===== src/rtl/muldiv_seq.sv =====
`default_nettype none
// ============================================================================
// muldiv_seq - multi-cycle RV32M/RV64M multiply/divide unit (shift-add mul,
//              restoring div); MULDIV_RESULT_CACHE_EN adds a 1-entry cache.
// Revision 1.0
// ============================================================================
module muldiv_seq #(
    parameter int XLEN       = 32,
    parameter int MUL_UNROLL = 1
) (
    input  logic            clock,
    input  logic            reset,
    input  logic            start,
    input  logic            kill,
    input  logic [4:0]      op,
    input  logic [XLEN-1:0] rs1,
    input  logic [XLEN-1:0] rs2,
    output logic            busy,
    output logic            done,
    output logic [XLEN-1:0] rd
);

    localparam int c_W2    = 2 * XLEN;
    localparam int c_N_MUL = XLEN / MUL_UNROLL;
    localparam int c_CW    = $clog2(XLEN + 1);

    typedef enum logic [1:0] {
        S_IDLE  = 2'd0,
        S_CALC  = 2'd1,
        S_FIXUP = 2'd2,
        S_DONE  = 2'd3
    } state_t;

    state_t          state_q;
    logic [c_W2-1:0] acc_q;
    logic [c_W2-1:0] mcand_q;
    logic [XLEN-1:0] b_q;
    logic [XLEN-1:0] rd_q;
    logic [c_CW-1:0] cnt_q;
    logic            busy_q;
    logic            done_q;
    logic            div_q;
    logic            sel_hi_q;
    logic            neg_q;
    logic            rneg_q;

    logic            w_is_mul;
    logic            w_is_div;
    logic            w_valid;
    logic            w_a_sgn;
    logic            w_b_sgn;
    logic            w_sel_hi;
    logic            w_a_neg;
    logic            w_b_neg;
    logic [XLEN-1:0] w_a_abs;
    logic [XLEN-1:0] w_b_abs;
    logic            w_div0;
    logic            w_ovf;
    logic            w_mul0;
    logic            w_special;
    logic [XLEN-1:0] w_spec_res;

    // MUL shares the signed x signed key with MULH so the cache can serve either
    always_comb begin
        w_is_mul  = (op[4:2] == 3'b100);
        w_is_div  = (op[4:2] == 3'b101);
        w_valid   = w_is_mul | w_is_div;
        w_a_sgn   = w_is_mul ? (op[1:0] != 2'b11) : ~op[0];
        w_b_sgn   = w_is_mul ? ~op[1] : ~op[0];
        w_sel_hi  = w_is_mul ? (op[1:0] != 2'b00) : op[1];
        w_a_neg   = w_a_sgn & rs1[XLEN-1];
        w_b_neg   = w_b_sgn & rs2[XLEN-1];
        w_a_abs   = w_a_neg ? -rs1 : rs1;
        w_b_abs   = w_b_neg ? -rs2 : rs2;
        w_div0    = w_is_div && (rs2 == '0);
        w_ovf     = w_is_div && !op[0] && (rs1 == {1'b1, {(XLEN-1){1'b0}}}) && (rs2 == '1);
        w_mul0    = w_is_mul && ((rs1 == '0) || (rs2 == '0));
        w_special = w_div0 | w_ovf | w_mul0;
        if (w_div0) begin
            w_spec_res = op[1] ? rs1 : '1;
        end else if (w_ovf) begin
            w_spec_res = op[1] ? '0 : rs1;
        end else begin
            w_spec_res = '0;
        end
    end

    logic [c_W2-1:0] w_pp;
    logic [XLEN:0]   w_rem_sh;
    logic [XLEN:0]   w_trial;
    logic [c_W2-1:0] w_div_step;
    logic [c_W2-1:0] w_prod;
    logic [XLEN-1:0] w_quo;
    logic [XLEN-1:0] w_rem;
    logic [c_W2-1:0] w_fix;
    logic [XLEN-1:0] w_fix_rd;
    logic [c_CW-1:0] w_last;

    // Divider packs {remainder, dividend/quotient} into the shared accumulator
    always_comb begin
        w_pp = '0;
        for (int j = 0; j < MUL_UNROLL; j++) begin
            if (b_q[j]) begin
                w_pp = w_pp + (mcand_q << j);
            end
        end
        w_rem_sh   = {acc_q[c_W2-1:XLEN], acc_q[XLEN-1]};
        w_trial    = w_rem_sh - {1'b0, b_q};
        w_div_step = w_trial[XLEN] ? {w_rem_sh[XLEN-1:0], acc_q[XLEN-2:0], 1'b0}
                                   : {w_trial[XLEN-1:0], acc_q[XLEN-2:0], 1'b1};
        w_prod     = neg_q ? -acc_q : acc_q;
        w_quo      = neg_q ? -acc_q[XLEN-1:0] : acc_q[XLEN-1:0];
        w_rem      = rneg_q ? -acc_q[c_W2-1:XLEN] : acc_q[c_W2-1:XLEN];
        w_fix      = div_q ? {w_rem, w_quo} : w_prod;
        w_fix_rd   = sel_hi_q ? w_fix[c_W2-1:XLEN] : w_fix[XLEN-1:0];
        w_last     = div_q ? c_CW'(XLEN - 1) : c_CW'(c_N_MUL - 1);
    end

    logic            w_hit;
    logic [c_W2-1:0] w_cache_res;
    logic [XLEN-1:0] w_cache_rd;

`ifdef MULDIV_RESULT_CACHE_EN
    logic            key_div_q;
    logic [1:0]      key_sgn_q;
    logic [XLEN-1:0] key_rs1_q;
    logic [XLEN-1:0] key_rs2_q;
    logic            cache_valid_q;
    logic            cache_div_q;
    logic [1:0]      cache_sgn_q;
    logic [XLEN-1:0] cache_rs1_q;
    logic [XLEN-1:0] cache_rs2_q;
    logic [c_W2-1:0] cache_res_q;
    logic            w_accept;
    logic            w_store;

    assign w_accept    = (state_q == S_IDLE) && start && w_valid && !kill;
    assign w_store     = (state_q == S_FIXUP) && !kill;
    assign w_hit       = cache_valid_q && (cache_div_q == w_is_div)
                         && (cache_sgn_q == {w_a_sgn, w_b_sgn})
                         && (cache_rs1_q == rs1) && (cache_rs2_q == rs2);
    assign w_cache_res = cache_res_q;

    always_ff @(posedge clock) begin
        if (!reset) begin
            key_div_q     <= 1'b0;
            key_sgn_q     <= '0;
            key_rs1_q     <= '0;
            key_rs2_q     <= '0;
            cache_valid_q <= 1'b0;
            cache_div_q   <= 1'b0;
            cache_sgn_q   <= '0;
            cache_rs1_q   <= '0;
            cache_rs2_q   <= '0;
            cache_res_q   <= '0;
        end else begin
            if (w_accept) begin
                key_div_q <= w_is_div;
                key_sgn_q <= {w_a_sgn, w_b_sgn};
                key_rs1_q <= rs1;
                key_rs2_q <= rs2;
            end
            if (w_store) begin
                cache_valid_q <= 1'b1;
                cache_div_q   <= key_div_q;
                cache_sgn_q   <= key_sgn_q;
                cache_rs1_q   <= key_rs1_q;
                cache_rs2_q   <= key_rs2_q;
                cache_res_q   <= w_fix;
            end
        end
    end
`else
    assign w_hit       = 1'b0;
    assign w_cache_res = '0;
`endif

    assign w_cache_rd = w_sel_hi ? w_cache_res[c_W2-1:XLEN] : w_cache_res[XLEN-1:0];

    always_ff @(posedge clock) begin
        if (!reset) begin
            state_q  <= S_IDLE;
            acc_q    <= '0;
            mcand_q  <= '0;
            b_q      <= '0;
            rd_q     <= '0;
            cnt_q    <= '0;
            busy_q   <= 1'b0;
            done_q   <= 1'b0;
            div_q    <= 1'b0;
            sel_hi_q <= 1'b0;
            neg_q    <= 1'b0;
            rneg_q   <= 1'b0;
        end else if (kill) begin
            state_q <= S_IDLE;
            busy_q  <= 1'b0;
            done_q  <= 1'b0;
        end else begin
            case (state_q)
                S_IDLE: begin
                    done_q <= 1'b0;
                    if (start && w_valid) begin
                        div_q    <= w_is_div;
                        sel_hi_q <= w_sel_hi;
                        if (w_special) begin
                            rd_q    <= w_spec_res;
                            done_q  <= 1'b1;
                            state_q <= S_DONE;
                        end else if (w_hit) begin
                            rd_q    <= w_cache_rd;
                            done_q  <= 1'b1;
                            state_q <= S_DONE;
                        end else begin
                            acc_q   <= w_is_div ? {{XLEN{1'b0}}, w_a_abs} : '0;
                            mcand_q <= {{XLEN{1'b0}}, w_a_abs};
                            b_q     <= w_b_abs;
                            neg_q   <= w_a_neg ^ w_b_neg;
                            rneg_q  <= w_a_neg;
                            cnt_q   <= '0;
                            busy_q  <= 1'b1;
                            state_q <= S_CALC;
                        end
                    end
                end
                S_CALC: begin
                    if (div_q) begin
                        acc_q <= w_div_step;
                    end else begin
                        acc_q   <= acc_q + w_pp;
                        mcand_q <= mcand_q << MUL_UNROLL;
                        b_q     <= b_q >> MUL_UNROLL;
                    end
                    if (cnt_q == w_last) begin
                        state_q <= S_FIXUP;
                    end else begin
                        cnt_q <= cnt_q + 1'b1;
                    end
                end
                S_FIXUP: begin
                    rd_q    <= w_fix_rd;
                    busy_q  <= 1'b0;
                    done_q  <= 1'b1;
                    state_q <= S_DONE;
                end
                S_DONE: begin
                    done_q  <= 1'b0;
                    state_q <= S_IDLE;
                end
                default: begin
                    state_q <= S_IDLE;
                end
            endcase
        end
    end

    assign busy = busy_q;
    assign done = done_q;
    assign rd   = rd_q;

endmodule
`default_nettype wire


===== config.mk =====
export PLATFORM = sky130hd
export DESIGN_NAME = muldiv_seq
export DESIGN_NICKNAME = d
export VERILOG_FILES = /design/src/rtl/muldiv_seq.sv
export SDC_FILE = /design/constraint.sdc
export NUM_CORES = 1
export LEC_CHECK = 0
export BUFFER_PORTS_ARGS = -buffer_cell sky130_fd_sc_hd__buf_2
export CAP_MARGIN = 20
export CORE_MARGIN = 5
export CORE_UTILIZATION = 35
export CTS_BUF_LIST = sky130_fd_sc_hd__clkbuf_4
export DETAILED_ROUTE_END_ITERATION = 10
export PLACE_DENSITY = 0.56
export SETUP_SLACK_MARGIN = 0.5
export SYNTH_ARGS = -nofsm -noshare
export SYNTH_HDL_FRONTEND = slang
export SYNTH_SLANG_ARGS = --single-unit

===== constraint.sdc =====
create_clock -name clock -period 3.5 [get_ports clock]
set_input_delay 0.7 -clock clock [delete_from_list [all_inputs] [get_ports clock]]
set_output_delay 0.7 -clock clock [all_outputs]
set_load 0.02 [all_outputs]

* Word-level counts from Yosys, hierarchy flattened
Cells that the tools add are included.
** Storage, ports and cells
- Bits in registers :: 206
- Bits in latches :: 0
- RAM bits :: 0
- Bits in read-only memories :: 0
- Output and inout port bits :: 34
- Logic and storage cells :: 116
- Memories kept :: 0
** Cells by class
- $add $sub $neg :: 8
- $mul :: 0
- Divide/modulo/power cells :: 0
- Order comparisons :: 0
- Equality and inequality tests :: 15
- Shift operators :: 0
- Muxes and demuxes :: 46
- Bitwise logic cells :: 11
- Reductions and logical operators :: 24
** Operator list (count)
- 64-bit two-way mux :: 10
- 32-bit two-way mux :: 15
- 64-bit case mux with 2 select lines :: 2
- 32-bit negator :: 4
- 32-bit case mux with 2 select lines :: 2
- 64-bit adder :: 1
- 32-bit equality test (second input constant) :: 2
- 32-bit zero test :: 2
- 64-bit negator :: 1
- 33-bit by 32-bit subtractor with 33-bit output :: 1
- 6-bit two-way mux :: 3
- 2-bit != test (second input constant) :: 7
- 6-bit case mux with 2 select lines :: 1
- 4-bit AND reduction :: 3
- 5-bit AND reduction :: 2
- 2-bit case mux with 4 select lines :: 1
- 1-bit two-way mux :: 7
- 6-bit by 1-bit adder with 6-bit output (second input constant) :: 1
- 3-bit equality test (second input constant) :: 2
- 6-bit by 5-bit equality test with 1-bit output (second input constant) :: 1
- 1-bit logical AND :: 6
- 2-bit two-way mux :: 3
- 3-bit AND reduction :: 2
- 2-bit nonzero test :: 3
- 14 further kinds :: 22

* Longest topological paths before layout
Gate-level depths: netlist of the first run.
- Depth after elaboration :: 9
- Mapped depth :: 16
- Mapped depth without buffers :: 14

* Worst setup path after synthesis of the first run
No wires, ideal clock.
- Path type :: reg-to-reg
- From :: register b_q[0]
- To :: register acc_q[63]
- Arrival time :: 3.389 ns
- Setup slack :: -0.030 ns
- Cell stages (with the launch flop) :: 16
- Path buffers :: 3
- Period minus slack after synthesis :: 3.530 ns
- Cell sequence :: dfxtp_1 clkbuf_1 clkbuf_1 and2_1 ha_1 clkbuf_1 a21o_1 a31o_2 a221oi_2 o21ai_0 or4b_1 a21oi_2 o41ai_2 xnor2_1 mux2i_1 a211oi_1
** Between the ends
- Cells in the longest elaborated chain, start to end :: 4
- Elaborated cells between the ends (all ways) :: 6
** Ends and longest elaborated chain
- from (decl) :: RTL line 37 : logic [XLEN-1:0] b_q;
- from (signal assigned) :: RTL line 216 : b_q <= w_b_abs;
- from (signal assigned) :: RTL line 231 : b_q <= b_q >> MUL_UNROLL;
- 64-bit two-way mux or 33-bit by 32-bit subtractor with 33-bit output (tied branches) :: RTL line 103, 108
- 64-bit adder or 64-bit two-way mux (tied branches) :: RTL line 229, 109
- 64-bit two-way mux (*) :: RTL line 226 : if (div_q) begin
- 64-bit case mux with 2 select lines (*) :: RTL line 199 : case (state_q)
- to (signal assigned) :: RTL line 214 : acc_q <= w_is_div ? {{XLEN{1'b0}}, w_a_abs} : '0;
- to (signal assigned) :: RTL line 227 : acc_q <= w_div_step;
- to (signal assigned) :: RTL line 229 : acc_q <= acc_q + w_pp;
- to (decl) :: RTL line 35 : logic [c_W2-1:0] acc_q;
Every way passes the cells marked *; elsewhere a longest branch is shown, timed or not.
A chain may end at the register's enable or synchronous reset.

* Worst setup path after layout of the first run
- From :: register b_q[0]
- To :: register acc_q[58]
The elaborated chain is that of the path after synthesis.

==> out/qor.txt, run 1 <==
Post-synth EDFFs -> 0
synth top area cells -> dfxtp_1 22%, ha_1 6.9%, nand2_1 6.8%
first-pass iteration count of the detailed router -> 6
Critical Path AT -> 4260 ps
crit path kind -> reg2reg
min cycle time layout -> 3620 ps
Max H-tree Level -> 3
GPL Wtd Cong -> 0.970
Buffers on Ports -> 106
row count -> 85
Critical-path top delay cell -> dfxtp_4
Combinational Power Share -> 27.4%
area leader, netlist -> dfxtp_1
CTS tree -> done
grt total ovfl -> 0
vias per cell -> 5.80
element type at the critical path end -> flip-flop
sw frac -> 33.1%
Cell variety after synth -> 85
Least-Margin Pin Slew -> 883 ps
PD cells -> 249 nW/um2
Layout Area Growth over Synthesis -> 46.7%
largest net degree at the start of global routing -> 94
GRT Util Overall -> 26.2%
Hold-fix buffers, CTS -> 0
synthesized instance count -> 2620
Crit path largest cell delay -> 390 ps
first-pass GRT wire length -> 124000 um
DRC viols -> 0
period utilization -> 103%
final number of setup-violating endpoints -> 14
Syn Area/Cell -> 7.22 um2
status -> finished with violations
Worst-Skew Late Latency -> 840 ps
core box area -> 53700 um2
die area -> 58800 um2
CP Max Fanout -> 6
Layout Skew -> 90.7 ps
Max IR drop VDD -> 193 uV
clock buffer depth -> 3
Vias -> 22500
final wirelength -> 86100 um
Slew headroom -> 40.9%
failing checks -> setup timing
unrepaired setup endpoints after global routing -> yes
commonest cells after routing, fill and taps aside -> 417 x buf_4, 295 x nand2_1, 193 x dfxtp_1
CTS Sinks -> 206
Warnings, synthesis -> 0
root buf cell -> clkbuf_4
WP buf/inv -> 4
switching power -> 2280 uW
#FFs+latches synth -> 206
Synth async-reset ratio -> 0%
Worst path top cell family by delay -> compound AO/OA/AOI/OAI gates
setup slack after layout -> -120 ps
Hold Path Class -> in2reg
net count after synthesis -> 2800
initial antenna violation count -> 2
WL per Instance -> 22.2 um
area share of the largest cell type after synthesis -> 21.8%
Slew Limit Fails -> 0
Die Y -> 242 um
R2R cell count -> 16
dpl hpwl -> 61600 um
IO Pins -> 107
clock power share -> 37.5%
Hold Crit Depth -> 3
number of hold violations in the final report -> 0
fillers -> 5125
static leakage -> 0.0115 uW
post-synthesis sequential area ratio -> 21.8%
DR iter-0 viols -> 1919
startpoint types -> flip-flop
vias in the first global route -> 21200
internal power -> 4620 uW
f_max -> 0.276 GHz
top_reg_cell synth -> dfxtp_1
Die X -> 242 um
Pwr Total -> 6900 uW
maximum capacitance violations -> 0
sequential share of power -> 35.1%
required time worst endpoint -> 4140 ps
layout cells sized above 1 -> 35.3%
# nets final -> 3323
Antenna Nets Post-Route -> 0
TritonCTS Buffers -> 66
Post-Synthesis Cell Area -> 18900 um2
Critical Path Stages -> 16
clock transition at the registers of the reported paths -> 70 ps
Starting Density -> 35.2%
commonest non-fill, non-tap cell in the layout -> buf_4
critical path, cell by cell -> buf_6 -> ha_4 -> inv_2 -> fa_2 -> a211oi_2 -> o21bai_1 -> o2111ai_2 -> a21boi_1 -> a2111o_1 -> a221oi_2 -> buf_4 -> xor2_4 -> buf_6 -> mux2_4 -> a221oi_2 -> o21ai_1
final core occ -> 51.7%
[worst min-delay path: stages]
cell and delay, ps:
buf_2 150, a21oi_1 70, a21oi_1 130
[final cells by class]
class	instances	area, um2	area share [%]
multi-input cells	2163	16200	58.4
inverters	76	305	1.10
well taps	696	871	3.14
repair buffers	630	5390	19.4
flip-flops and latches	206	4150	15.0
diodes	2	5.00	0.0180
clock buffers	85	638	2.30
clock inverters	22	169	0.609
[per-stage QoR]
stage / TNS, ps / std cells / setup slack, ps / hold slack, ps / instance area (um2)
floorplan: 0 / 2620 / 176 / 444 / 19400
global placement: -66750 / 3663 / -487 / 447 / 23200
detailed placement: -83210 / 3663 / -555 / 454 / 23200
CTS: -111 / 3800 / -40.7 / 217 / 25100
global route: -3720 / 3879 / -264 / 273 / 27700
finish: -549 / 3880 / -120 / 305 / 27700
[flip-flops by register name, summed over array words and instances (netlist names), 2 cells and up]
register  flops
acc_q        64
b_q          32
cnt_q         6
mcand_q      64
rd           32
state_q       2
[synthesized netlist by cell type, drive strengths merged, types with 41 or more instances]
cell type and n:
a21oi 198, xnor2 123, nand2 341, clkbuf 144, dfxtp 206, a21boi 54
nand3 47, and2 75, o21ai 256, xor2 82, nor3 50, a22oi 41
nor2 191, ha 105, a31oi 41, nor2b 50, a21o 42, inv 76
[power groups by stage]
| stage | sequential, uW | combinational, uW | clock, uW |
|---|---|---|---|
| finish | 2420 | 1890 | 2590 |
| global route | 2420 | 2000 | 2780 |
| CTS | 2420 | 1580 | 2640 |
| detailed placement | 2470 | 1380 | 0 |
| global placement | 2460 | 1370 | 0 |
| floorplan | 2460 | 841 | 0 |
[cells by family (layout without fill, tap and decap cells)]
| kind of cell | Yosys count | count (layout) | synth area share, % |
|---|---|---|---|
| fa+ha+maj | 107 | 107 | 7.16 |
| xor+xnor | 205 | 205 | 9.53 |
| simple gates | 929 | 929 | 23.8 |
| buf+inv | 252 | 813 | 5.37 |
| mux | 24 | 24 | 1.30 |
| other cells | 0 | 2 | 0 |
| flops | 206 | 206 | 21.8 |
| compound gates | 897 | 898 | 31.1 |
[layer usage]
metal,GRT usage [%],up-vias,part of all wire (%)
li1,-,10600,-
met1,34.7,10800,43
met2,43.2,918,46
met3,3.91,191,7.0
met4,9.84,0,4.0
met5,0,-,0
[final timing paths]
path / from / to / slack [ps]
max reg2reg: b_q[0] / acc_q[58] / -120
min reg2reg: busy / busy / 460
max: b_q[0] / acc_q[58] / -120
min: op[1] / sel_hi_q / 310
[repair_timing]
item	CTS	global route
setup endpoints to repair	173	177
gates cloned	1	18
hold endpoints to repair	0	0
buffers inserted	29	59
pin swaps	63	232
gates resized for setup	165	439
Note: power is estimated with default switching activity, not from simulation.
==> run 2, diff against run 1 <==
- CTS_BUF_LIST: sky130_fd_sc_hd__clkbuf_4 -> default
==> run 2 against run 1 <==
Net effect: the run still ends with setup timing left; via count shrank 0.73%; sequential power is essentially flat; sequential share of layout area grew 0.15 points; maximum frequency shrank 1.0%; non-clock buffer count shrank 14; combinational power shrank 5%; die area is the same; first-iteration DRC count grew 4.1%; cell count shrank 1.8%; critical path depth grew 1; clock power grew 14%; critical endpoint is now acc_q[46].
==> out/qor.txt, run 2 (synthesis results as in run 1) <==
TritonCTS Buffers -> 28 (-58%)
static leakage -> 0.0113 uW (-1.5%)
clock power share -> 41.2% (+3.7 points)
Layout Cells excl Fill -> 3811 (-1.8%)
period utilization -> 104% (+1.0 points)
status -> finished with violations
Antenna Nets Post-Route -> 0 (unchanged)
PD cells -> 261 nW/um2 (+4.8%)
element type at the critical path end -> flip-flop
Setup TNS -> -1090 ps (-546 ps)
final wirelength -> 86300 um (+0.17%)
Layout Area Growth over Synthesis -> 45.3%
internal power -> 4930 uW (+6.9%)
Starting Density -> 35.2% (unchanged)
Max H-tree Level -> 1 (-2)
Layout Skew -> 55.6 ps (-35.1 ps)
largest net degree at the start of global routing -> 94 (unchanged)
min cycle time layout -> 3660 ps (+36.5 ps)
first-pass iteration count of the detailed router -> 5 (-1)
layout cells sized above 1 -> 33.3% (-2.0 points)
DR iter-0 viols -> 1998 (+4.1%)
vias in the first global route -> 21200 (-0.014%)
CTS Sinks -> 206 (unchanged)
maximum capacitance violations -> 0 (unchanged)
Hold Path Class -> reg2reg
Worst-Skew Late Latency -> 610 ps (-230 ps)
Vias -> 22300 (-0.73%)
# nets final -> 3272 (-1.5%)
core box area -> 53700 um2 (unchanged)
number of hold violations in the final report -> 0 (unchanged)
sequential share of power -> 33.8% (-1.3 points)
final number of setup-violating endpoints -> 18 (+4)
dpl hpwl -> 61600 um (unchanged)
GPL Wtd Cong -> 0.970 (unchanged)
root buf cell -> clkbuf_16
unrepaired setup endpoints after global routing -> yes
Combinational Power Share -> 24.9% (-2.5 points)
row count -> 85 (unchanged)
die area -> 58800 um2 (unchanged)
clock transition at the registers of the reported paths -> 60 ps (about the same)
Die Y -> 242 um (unchanged)
crit path kind -> reg2reg
clock buffer depth -> 3 (unchanged)
vias per cell -> 5.86 (+1.1%)
Slew Limit Fails -> 0 (unchanged)
setup slack after layout -> -157 ps (-36.5 ps)
sw frac -> 31.1% (-2.0 points)
required time worst endpoint -> 3960 ps (-180 ps)
Critical Path AT -> 4120 ps (-140 ps)
CP Max Fanout -> 11 (+5)
switching power -> 2230 uW (-2.3%)
Buffers on Ports -> 106 (unchanged)
dpl cells -> 3663 (unchanged)
IO Pins -> 107 (unchanged)
fillers -> 5163 (+0.74%)
f_max -> 0.273 GHz (-1.0%)
first-pass GRT wire length -> 126000 um (+2.2%)
Least-Margin Pin Slew -> 1060 ps (+177 ps)
CTS tree -> done
Slew headroom -> 29.3% (-12 points)
startpoint types -> flip-flop
Hold-fix buffers, CTS -> 0 (unchanged)
commonest cells after routing, fill and taps aside -> 424 x buf_4, 280 x nand2_1, 195 x dfxtp_1
Regs by FF count -> acc_q (64), mcand_q (64)
initial antenna violation count -> 2 (unchanged)
Die X -> 242 um (unchanged)
WL per Instance -> 22.6 um (+2.0%)
DRC viols -> 0 (unchanged)
GRT Util Overall -> 26.7% (+0.52 points)
Max IR drop VDD -> 353 uV (+82%)
failing checks -> setup timing
commonest non-fill, non-tap cell in the layout -> buf_4
grt total ovfl -> 0 (unchanged)
==> run 2: changes by cell type in the layout (fill, tap and decap cells not counted), sizes merged <==
cell	change
a21o	+1
buf	-9
bufbuf	-1
bufinv	-1
clkbuf	-50
clkinv	-8
diode	-1
==> run 2: critical path, cell delays in order (launching register included) <==
cell and delay (ps):
dfxtp_4 390, buf_6 120, ha_4 130, inv_2 40, fa_2 390, a211oi_2 200
o21bai_1 140, o2111ai_2 210, a21boi_1 110, a2111o_1 340, a221oi_2 230, buf_4 170
xor2_4 200, buf_4 180, buf_12 130, mux2i_1 210, nor2_1 60, a221o_1 260
==> run 2: final cells by class <==
type                    instances  area (um2)  share of cell area, %
clock inverters                13         146                  0.533
clock buffers                  39         792                   2.88
multi-input cells            2164       15900                   57.8
flip-flops and latches        206        4150                   15.1
well taps                     696         871                   3.17
repair buffers                616        5320                   19.4
diodes                          1        2.50                0.00911
inverters                      76         305                   1.11
==> run 2: worst paths after layout <==
check | start | end | slack, ps | cells past startpoint
worst max-delay path | b_q[0] | acc_q[46] | -160 | 17
worst min-delay path | busy | busy | 460 | 2
worst max register to register | b_q[0] | acc_q[46] | -160 | 17
worst min register to register | busy | busy | 460 | 2
==> run 2: metal layers <==
layer	vias up	wire length, um	track usage, %
li1	10400	-	-
met4	0	3070	8.69
met3	178	6290	3.10
met2	873	39900	44.3
met1	10800	37000	36.2
met5	-	0	0
==> run 2: power by group through the flow <==
stage                     clock network [uW]  logic (uW)  registers [uW]
final                                   2950        1790            2420
after global placement                     0        1370            2460
after floorplan                            0         841            2460
after detailed placement                   0        1380            2470
after CTS                               2990        1560            2420
after global routing                    3090        1890            2430
==> run 2: stage by stage <==
stage | hold WS, ps | power [uW] | util (%) | worst slack, ps | area, um2
global route | 472 | 7410 | 51.1 | -255 | 27500
detailed placement | 454 | 3850 | 43.3 | -555 | 23200
global placement | 447 | 3830 | 43.3 | -487 | 23200
finish | 460 | 7160 | 51.2 | -157 | 27500
CTS | 433 | 6970 | 48.1 | -95.9 | 25800
floorplan | 444 | 3300 | - | 176 | 19400
==> run 2: timing repair <==
action / in CTS / in global routing
gates resized for setup: 235 / 316
pin swaps: 104 / 138
setup buffers: 39 / 32
cloned: 14 / 10
endpoints found under the setup margin: 200 / 198
